$ cat config.mk
export PLATFORM = sky130hd
export DESIGN_NAME = ssd_scan_ctrl_flat
export DESIGN_NICKNAME = d
export VERILOG_FILES = /design/src/rtl/ssd_scan_ctrl_pkg.sv /design/src/rtl/ssd_scan_ctrl_if.sv /design/src/rtl/ssd_scan_ctrl_ssd.sv /design/src/rtl/ssd_scan_ctrl.sv /design/src/flat_wrapper.sv
export SDC_FILE = /design/constraint.sdc
export NUM_CORES = 1
export LEC_CHECK = 0
export CORE_MARGIN = 2
export CORE_UTILIZATION = 33
export CTS_BUF_LIST = sky130_fd_sc_hd__clkbuf_2 sky130_fd_sc_hd__clkbuf_4 sky130_fd_sc_hd__clkbuf_8
export DETAILED_ROUTE_END_ITERATION = 10
export SYNTH_ARGS = -nofsm -noshare
export SYNTH_HDL_FRONTEND = slang
export SYNTH_HIERARCHICAL = 1
export SYNTH_SLANG_ARGS = --single-unit
$ cat constraint.sdc
create_clock -name clk -period 4 [get_ports clk]
set_clock_uncertainty 0.2 [all_clocks]
set_input_delay 0.6 -clock clk [delete_from_list [all_inputs] [get_ports clk]]
set_output_delay 0.6 -clock clk [all_outputs]
set_load 0.01 [all_outputs]
$ cat src/rtl/ssd_scan_ctrl_pkg.sv
// Shared definitions for the multiplexed seven-segment scan controller:
// blank segment pattern, scan FSM encoding and a small width helper.
package ssd_scan_ctrl_pkg;

    localparam logic [6:0] SEG_BLANK = 7'h7F;

    typedef enum logic {
        BLANK = 1'b0,
        SHOW  = 1'b1
    } scan_state_t;

    // A one-digit display still needs a one-bit index register.
    function automatic int idx_width(input int n);
        return (n > 1) ? $clog2(n) : 1;
    endfunction

endpackage

$ cat src/rtl/ssd_scan_ctrl_if.sv
// Producer-side and display-side signals of the scan controller, bundled so the
// datapath (master) and the controller (slave) see one connection.
interface ssd_scan_ctrl_if #(
    parameter int DIGITS = 4
);

    logic                  load;
    logic [4*DIGITS-1:0]   data;
    logic                  lz_en;
    logic [6:0]            seg;
    logic [DIGITS-1:0]     an;
    logic                  pending;

    modport master (
        output load,
        output data,
        output lz_en,
        input  seg,
        input  an,
        input  pending
    );

    modport slave (
        input  load,
        input  data,
        input  lz_en,
        output seg,
        output an,
        output pending
    );

endinterface

$ cat src/rtl/ssd_scan_ctrl_ssd.sv
// Hex nibble to seven-segment decoder, active-low segments in gfedcba order.
module ssd (
    input  logic [3:0] hex,
    output logic [6:0] seg
);

    always_comb begin
        seg = 7'h7F;
        case (hex)
            4'h0: seg = 7'h40;
            4'h1: seg = 7'h79;
            4'h2: seg = 7'h24;
            4'h3: seg = 7'h30;
            4'h4: seg = 7'h19;
            4'h5: seg = 7'h12;
            4'h6: seg = 7'h02;
            4'h7: seg = 7'h78;
            4'h8: seg = 7'h00;
            4'h9: seg = 7'h10;
            4'hA: seg = 7'h08;
            4'hB: seg = 7'h03;
            4'hC: seg = 7'h46;
            4'hD: seg = 7'h21;
            4'hE: seg = 7'h06;
            4'hF: seg = 7'h0E;
            default: seg = 7'h7F;
        endcase
    end

endmodule

$ cat src/rtl/ssd_scan_ctrl.sv
// Time-multiplexed seven-segment scan controller: double-buffered display word
// swapped only at frame boundaries, per-digit blanking guard, leading-zero blanking.
module ssd_scan_ctrl
    import ssd_scan_ctrl_pkg::*;
#(
    parameter int DIGITS = 4,
    parameter int DIV    = 50000,
    parameter int GUARD  = 500
) (
    input  logic           clk,
    input  logic           rst_n,
    ssd_scan_ctrl_if.slave bus
);

    localparam int W     = 4 * DIGITS;
    localparam int CNT_W = $clog2(DIV);
    localparam int IDX_W = idx_width(DIGITS);

    localparam logic [CNT_W-1:0] CNT_GUARD_END = CNT_W'(GUARD - 1);
    localparam logic [CNT_W-1:0] CNT_SLOT_END  = CNT_W'(DIV - 1);
    localparam logic [IDX_W-1:0] IDX_LAST      = IDX_W'(DIGITS - 1);

    scan_state_t        state_reg, state_next;
    logic [CNT_W-1:0]   cnt_reg, cnt_next;
    logic [IDX_W-1:0]   idx_reg, idx_next;
    logic [W-1:0]       stage_reg, stage_next;
    logic [W-1:0]       active_reg, active_next;
    logic               pending_reg, pending_next;
    logic [6:0]         seg_reg, seg_next;
    logic [DIGITS-1:0]  an_reg, an_next;

    logic [3:0]         nib [DIGITS];
    logic [DIGITS-1:0]  suppress;
    logic [3:0]         digit_nib;
    logic               digit_supp;
    logic [6:0]         dec_seg;
    logic               boundary;

    generate
        for (genvar gi = 0; gi < DIGITS; gi++) begin : g_nib
            assign nib[gi] = active_reg[4*gi +: 4];
        end
    endgenerate

    // A digit is blanked when it and every more significant digit are zero;
    // the rightmost digit always shows so a zero value still reads "0".
    always_comb begin
        logic zero_run;
        suppress = '0;
        zero_run = 1'b1;
        for (int i = DIGITS - 1; i > 0; i--) begin
            zero_run    = zero_run && (nib[i] == 4'd0);
            suppress[i] = zero_run;
        end
    end

    always_comb begin
        digit_nib  = '0;
        digit_supp = 1'b0;
        for (int i = 0; i < DIGITS; i++) begin
            if (idx_reg == IDX_W'(i)) begin
                digit_nib  = nib[i];
                digit_supp = suppress[i];
            end
        end
    end

    ssd u_ssd (
        .hex (digit_nib),
        .seg (dec_seg)
    );

    always_comb begin
        state_next   = state_reg;
        cnt_next     = cnt_reg + 1'b1;
        idx_next     = idx_reg;
        stage_next   = stage_reg;
        active_next  = active_reg;
        pending_next = pending_reg;
        seg_next     = SEG_BLANK;
        an_next      = '1;
        boundary     = 1'b0;

        case (state_reg)
            BLANK: begin
                if (cnt_reg == CNT_GUARD_END) begin
                    state_next = SHOW;
                end
            end
            SHOW: begin
                // A suppressed digit keeps its anode enabled; only segments go dark.
                an_next  = ~(DIGITS'(1) << idx_reg);
                seg_next = (bus.lz_en && digit_supp) ? SEG_BLANK : dec_seg;
                if (cnt_reg == CNT_SLOT_END) begin
                    state_next = BLANK;
                    cnt_next   = '0;
                    if (idx_reg == IDX_LAST) begin
                        idx_next = '0;
                        boundary = 1'b1;
                    end else begin
                        idx_next = idx_reg + 1'b1;
                    end
                end
            end
            default: begin
                state_next = BLANK;
                cnt_next   = '0;
            end
        endcase

        if (boundary) begin
            if (pending_reg) begin
                active_next = stage_reg;
            end
            pending_next = 1'b0;
        end

        // A load coinciding with the boundary lands in stage after the old
        // stage has been promoted, so it stays pending for the next frame.
        if (bus.load) begin
            stage_next   = bus.data;
            pending_next = 1'b1;
        end
    end

    always_ff @(posedge clk) begin
        if (!rst_n) begin
            state_reg   <= BLANK;
            cnt_reg     <= '0;
            idx_reg     <= '0;
            stage_reg   <= '0;
            active_reg  <= '0;
            pending_reg <= 1'b0;
            seg_reg     <= SEG_BLANK;
            an_reg      <= '1;
        end else begin
            state_reg   <= state_next;
            cnt_reg     <= cnt_next;
            idx_reg     <= idx_next;
            stage_reg   <= stage_next;
            active_reg  <= active_next;
            pending_reg <= pending_next;
            seg_reg     <= seg_next;
            an_reg      <= an_next;
        end
    end

    assign bus.seg     = seg_reg;
    assign bus.an      = an_reg;
    assign bus.pending = pending_reg;

endmodule

$ cat src/flat_wrapper.sv
// flat-port wrapper written by rule: the top's interface ports become plain ports
module ssd_scan_ctrl_flat import ssd_scan_ctrl_pkg::*;
#(
    parameter int DIGITS = 4,
    parameter int DIV    = 50000,
    parameter int GUARD  = 500
)
  (clk, rst_n, bus_load, bus_data, bus_lz_en, bus_seg, bus_an, bus_pending);
  ssd_scan_ctrl_if #(.DIGITS(DIGITS)) bus_i ();
  input  logic clk;
  input  logic rst_n;
  input wire logic [$bits(bus_i.load)-1:0] bus_load;
  input wire logic [$bits(bus_i.data)-1:0] bus_data;
  input wire logic [$bits(bus_i.lz_en)-1:0] bus_lz_en;
  output wire logic [$bits(bus_i.seg)-1:0] bus_seg;
  output wire logic [$bits(bus_i.an)-1:0] bus_an;
  output wire logic [$bits(bus_i.pending)-1:0] bus_pending;
  assign bus_i.load = bus_load;
  assign bus_i.data = bus_data;
  assign bus_i.lz_en = bus_lz_en;
  assign bus_seg = bus_i.seg;
  assign bus_an = bus_i.an;
  assign bus_pending = bus_i.pending;
  ssd_scan_ctrl #(.DIGITS(DIGITS), .DIV(DIV), .GUARD(GUARD)) u_core (.clk(clk), .rst_n(rst_n), .bus(bus_i));
endmodule
==> metrics.txt <==
Die ar.=around 9800 sq um; Hold Path Class=reg2reg; Initial DRC Count=110; min Tclk post-route=3.50 ns; vias in the first global route=2205; xor-xnor portion of the synthesized cell area=0.0410; max_cap viols=0; crit path cell chain=inv_1 > ha_1 > nand3b_1 > a21oi_1 > a21oi_1 > o21ai_0 > inv_1 > ha_1 > inv_1 > mux4_1 > or3_1; Mapped Nets=between 300 and 400; CTS root buffer=clkbuf_8; Multi-input gate area=between 1500 and 2000 sq um; Synth cell types=39; vias per cell=4.98; Core ar.=about 8800 sq um; cts repair resizes=0; WP buf/inv=3; top cells by area, synth=dfxtp_1 (42%), mux2i_1 (6.7%), ha_1 (5.0%), a21boi_0 (4.3%), nand4_1 (4.2%); Port Buffers=31; Sink Count=63; post-route cell area=3520 sq um; Worst Path Required=4.01 ns; syn avg cell area=9.11 sq um; Worst Setup End Kind=flop; DR WL/cell=roughly 13 um; Reg clk slew, reported paths=0.06 ns; first-pass GRT wire length=10300 um; r2r startpoint=u_core/idx_reg[1]$_SDFFE_PN0P_; # H-tree levels=3; DP Worst Slack=0.525 ns; Setup WS post-layout=0.499 ns; simple-gate share of the synthesized area=0.232; EDFF count, synth=0; CP max stage delay=~0.58 ns; row count=34; layout cells sized above 1=0.0678; Routed WL=5950 um; Area Growth Syn to Fin=17.7%; Die X=99.2 um; unrepaired setup endpoints after global routing=false; clk buf depth=2; VDD IR-drop max=223 uV; starting density of the core=0.341; initial antenna violation count=0; placed cell count=about 450; Final Max Tran Viols=0; CTS tree=done; largest family of logic cells by synthesized area=simple AND/OR/NAND/NOR gates; CP dominant cell by count=inv_1; routed via count=2299; compound-cell area share of the yosys netlist=0.126; I/O pins=32; gr usage total=0.131; antenna cells=0; Post-DRT Antenna Nets=0; Reg area=between 1000 and 1500 sq um; maximum clock rate=286 MHz; Pleak=1.22 nW; Seq cells post-synth=63; Worst Reg2Reg Path Length in Cells=11; worst skew pair latency=0.33 ns; Final Hold Viols=0; outcome=completed; R2R setup slack=approximately 0.50 ns; Power, Total=1.19 mW; clock buffer count from CTS=9; setup TNS=0 ns; Yosys top cell by area=dfxtp_1; slew of the pin with the lowest slew margin=1.02 ns; Setup CP Type=reg2reg; Placed Area=3340 sq um; Overflow after GRT=0; gpl congestion=0.782; CP endpoint=u_core/bus.seg[3]$_SDFF_PP1_; Post-Synth Adder-Cell Area=0.0503; fin util=0.401; CP max FO=10; TritonRoute pass-1 iters=4; Post-synth ARST share=0; HPWL after detailed placement=roughly 4000 um; Synth top area share=0.422; crit path from=u_core/idx_reg[1]$_SDFFE_PN0P_; Worst R2R End=u_core/bus.seg[3]$_SDFF_PP1_; post-synthesis mux area share=0.0796; # setup viols final=0; WP depth=11; post-synthesis sequential area ratio=0.422; largest net degree at the start of global routing=28; crit start category=flop; Synth Warn #=6; Critical Path AT=3.51 ns; postcts setup bufs=0; max_slew headroom=0.316; fill count=about 910; Power Density=338 nW/um^2; Min Hold Slack=about 0.26 ns; synthesized instance count=328; Finished Layout Cells=around 460; detailed-route DRC error count=0; hold_buf cts=0; CP max-delay cell=o21ai_0; Die Ht=between 90 and 100 um; Most used DFF post-synth=dfxtp_1; fin crit share=0.875; critical path's top delay family=compound AO/OA/AOI/OAI gates; Nets=382; synthesized area=2990 sq um
-- metal layers --
layer,up-vias,wire length [um],global-route usage
met5,-,0,0
met1,1055,2930,0.174
met3,8,224,0.0351
li1,1194,-,-
met2,42,2680,0.201
met4,0,120,0.0537
-- synthesized netlist by cell type, drive strengths merged, types with 3 or more instances --
cell type  number
ha             12
dfxtp          63
xnor2          11
and2            3
o21ai          26
a21oi          11
nand2          14
xor2            3
nor2b          16
buf             6
nor3            3
nand3b          4
mux2i          20
nor4            9
a21boi         18
nor2           25
or3             8
nand4          20
nand3          15
clkbuf         17
inv            10
-- worst register-to-register path: cells and delay by family, from the launching register on --
kind	cells	cell delay, ns
multiplexers	1	0.46
buffers and inverters	3	0.37
AND/OR/NAND/NOR	2	0.57
AO/OA/AOI/OAI	3	0.78
flip-flops	1	0.37
adder cells (fa/ha/maj)	2	0.64
-- logic make-up after synthesis --
| group | after synthesis |
|---|---|
| fa+ha+maj | 12 |
| mux | 22 |
| compound gates | 60 |
| flops | 63 |
| simple gates | 124 |
| xor+xnor | 14 |
| buf+inv | 33 |
-- how the worst min path moves through the flow --
stage	slack, ns	depth (start not counted)	startpoint	to
floorplan	0.23	1	u_core/cnt_reg[0]$_SDFF_PN0_	u_core/cnt_reg[0]$_SDFF_PN0_
global placement	0.24	1	u_core/cnt_reg[0]$_SDFF_PN0_	u_core/cnt_reg[0]$_SDFF_PN0_
detailed placement	0.25	1	u_core/cnt_reg[0]$_SDFF_PN0_	u_core/cnt_reg[0]$_SDFF_PN0_
CTS	0.27	1	u_core/cnt_reg[0]$_SDFF_PN0_	u_core/cnt_reg[0]$_SDFF_PN0_
global route	0.32	1	u_core/cnt_reg[0]$_SDFF_PN0_	u_core/cnt_reg[0]$_SDFF_PN0_
finish	0.26	1	u_core/cnt_reg[0]$_SDFF_PN0_	u_core/cnt_reg[0]$_SDFF_PN0_
-- power breakdown --
part / internal (mW) / switching, mW / leakage [nW]
Clock: 0.265 / 0.216 / 0.0942
Combinational: 0.0367 / 0.0228 / 0.614
Sequential: 0.640 / 0.00786 / 0.512
-- layout by cell type (no fill, tap or decap), drive strengths merged --
cell / count
clkdlybuf4s50: 31
a21oi: 11
a32o: 1
and2: 3
a22o: 2
o21ai: 26
nor2b: 16
nand4: 20
and2b: 1
nor3b: 1
or3: 8
nor2: 25
buf: 3
mux2: 1
a21boi: 18
nor3: 3
and3: 1
dfxtp: 63
inv: 10
nand3: 15
o21a: 1
or4: 2
nand2b: 1
clkinv: 1
mux4: 1
nor4: 9
clkbuf: 14
mux2i: 20
xnor2: 11
nand3b: 4
or3b: 1
xor2: 3
ha: 12
o31a: 1
nand2: 14
-- area by class of cell --
| cell class | count | area share |
|---|---|---|
| Tap cell | 108 | 0.0384 |
| Multi-Input combinational cell | 232 | 0.449 |
| Inverter | 10 | 0.0107 |
| Clock buffer | 14 | 0.0477 |
| Sequential cell | 63 | 0.359 |
| Timing Repair Buffer | 34 | 0.0946 |
| Clock inverter | 1 | 0.00142 |
No activity file was read; power rests on OpenSTA's default activity.
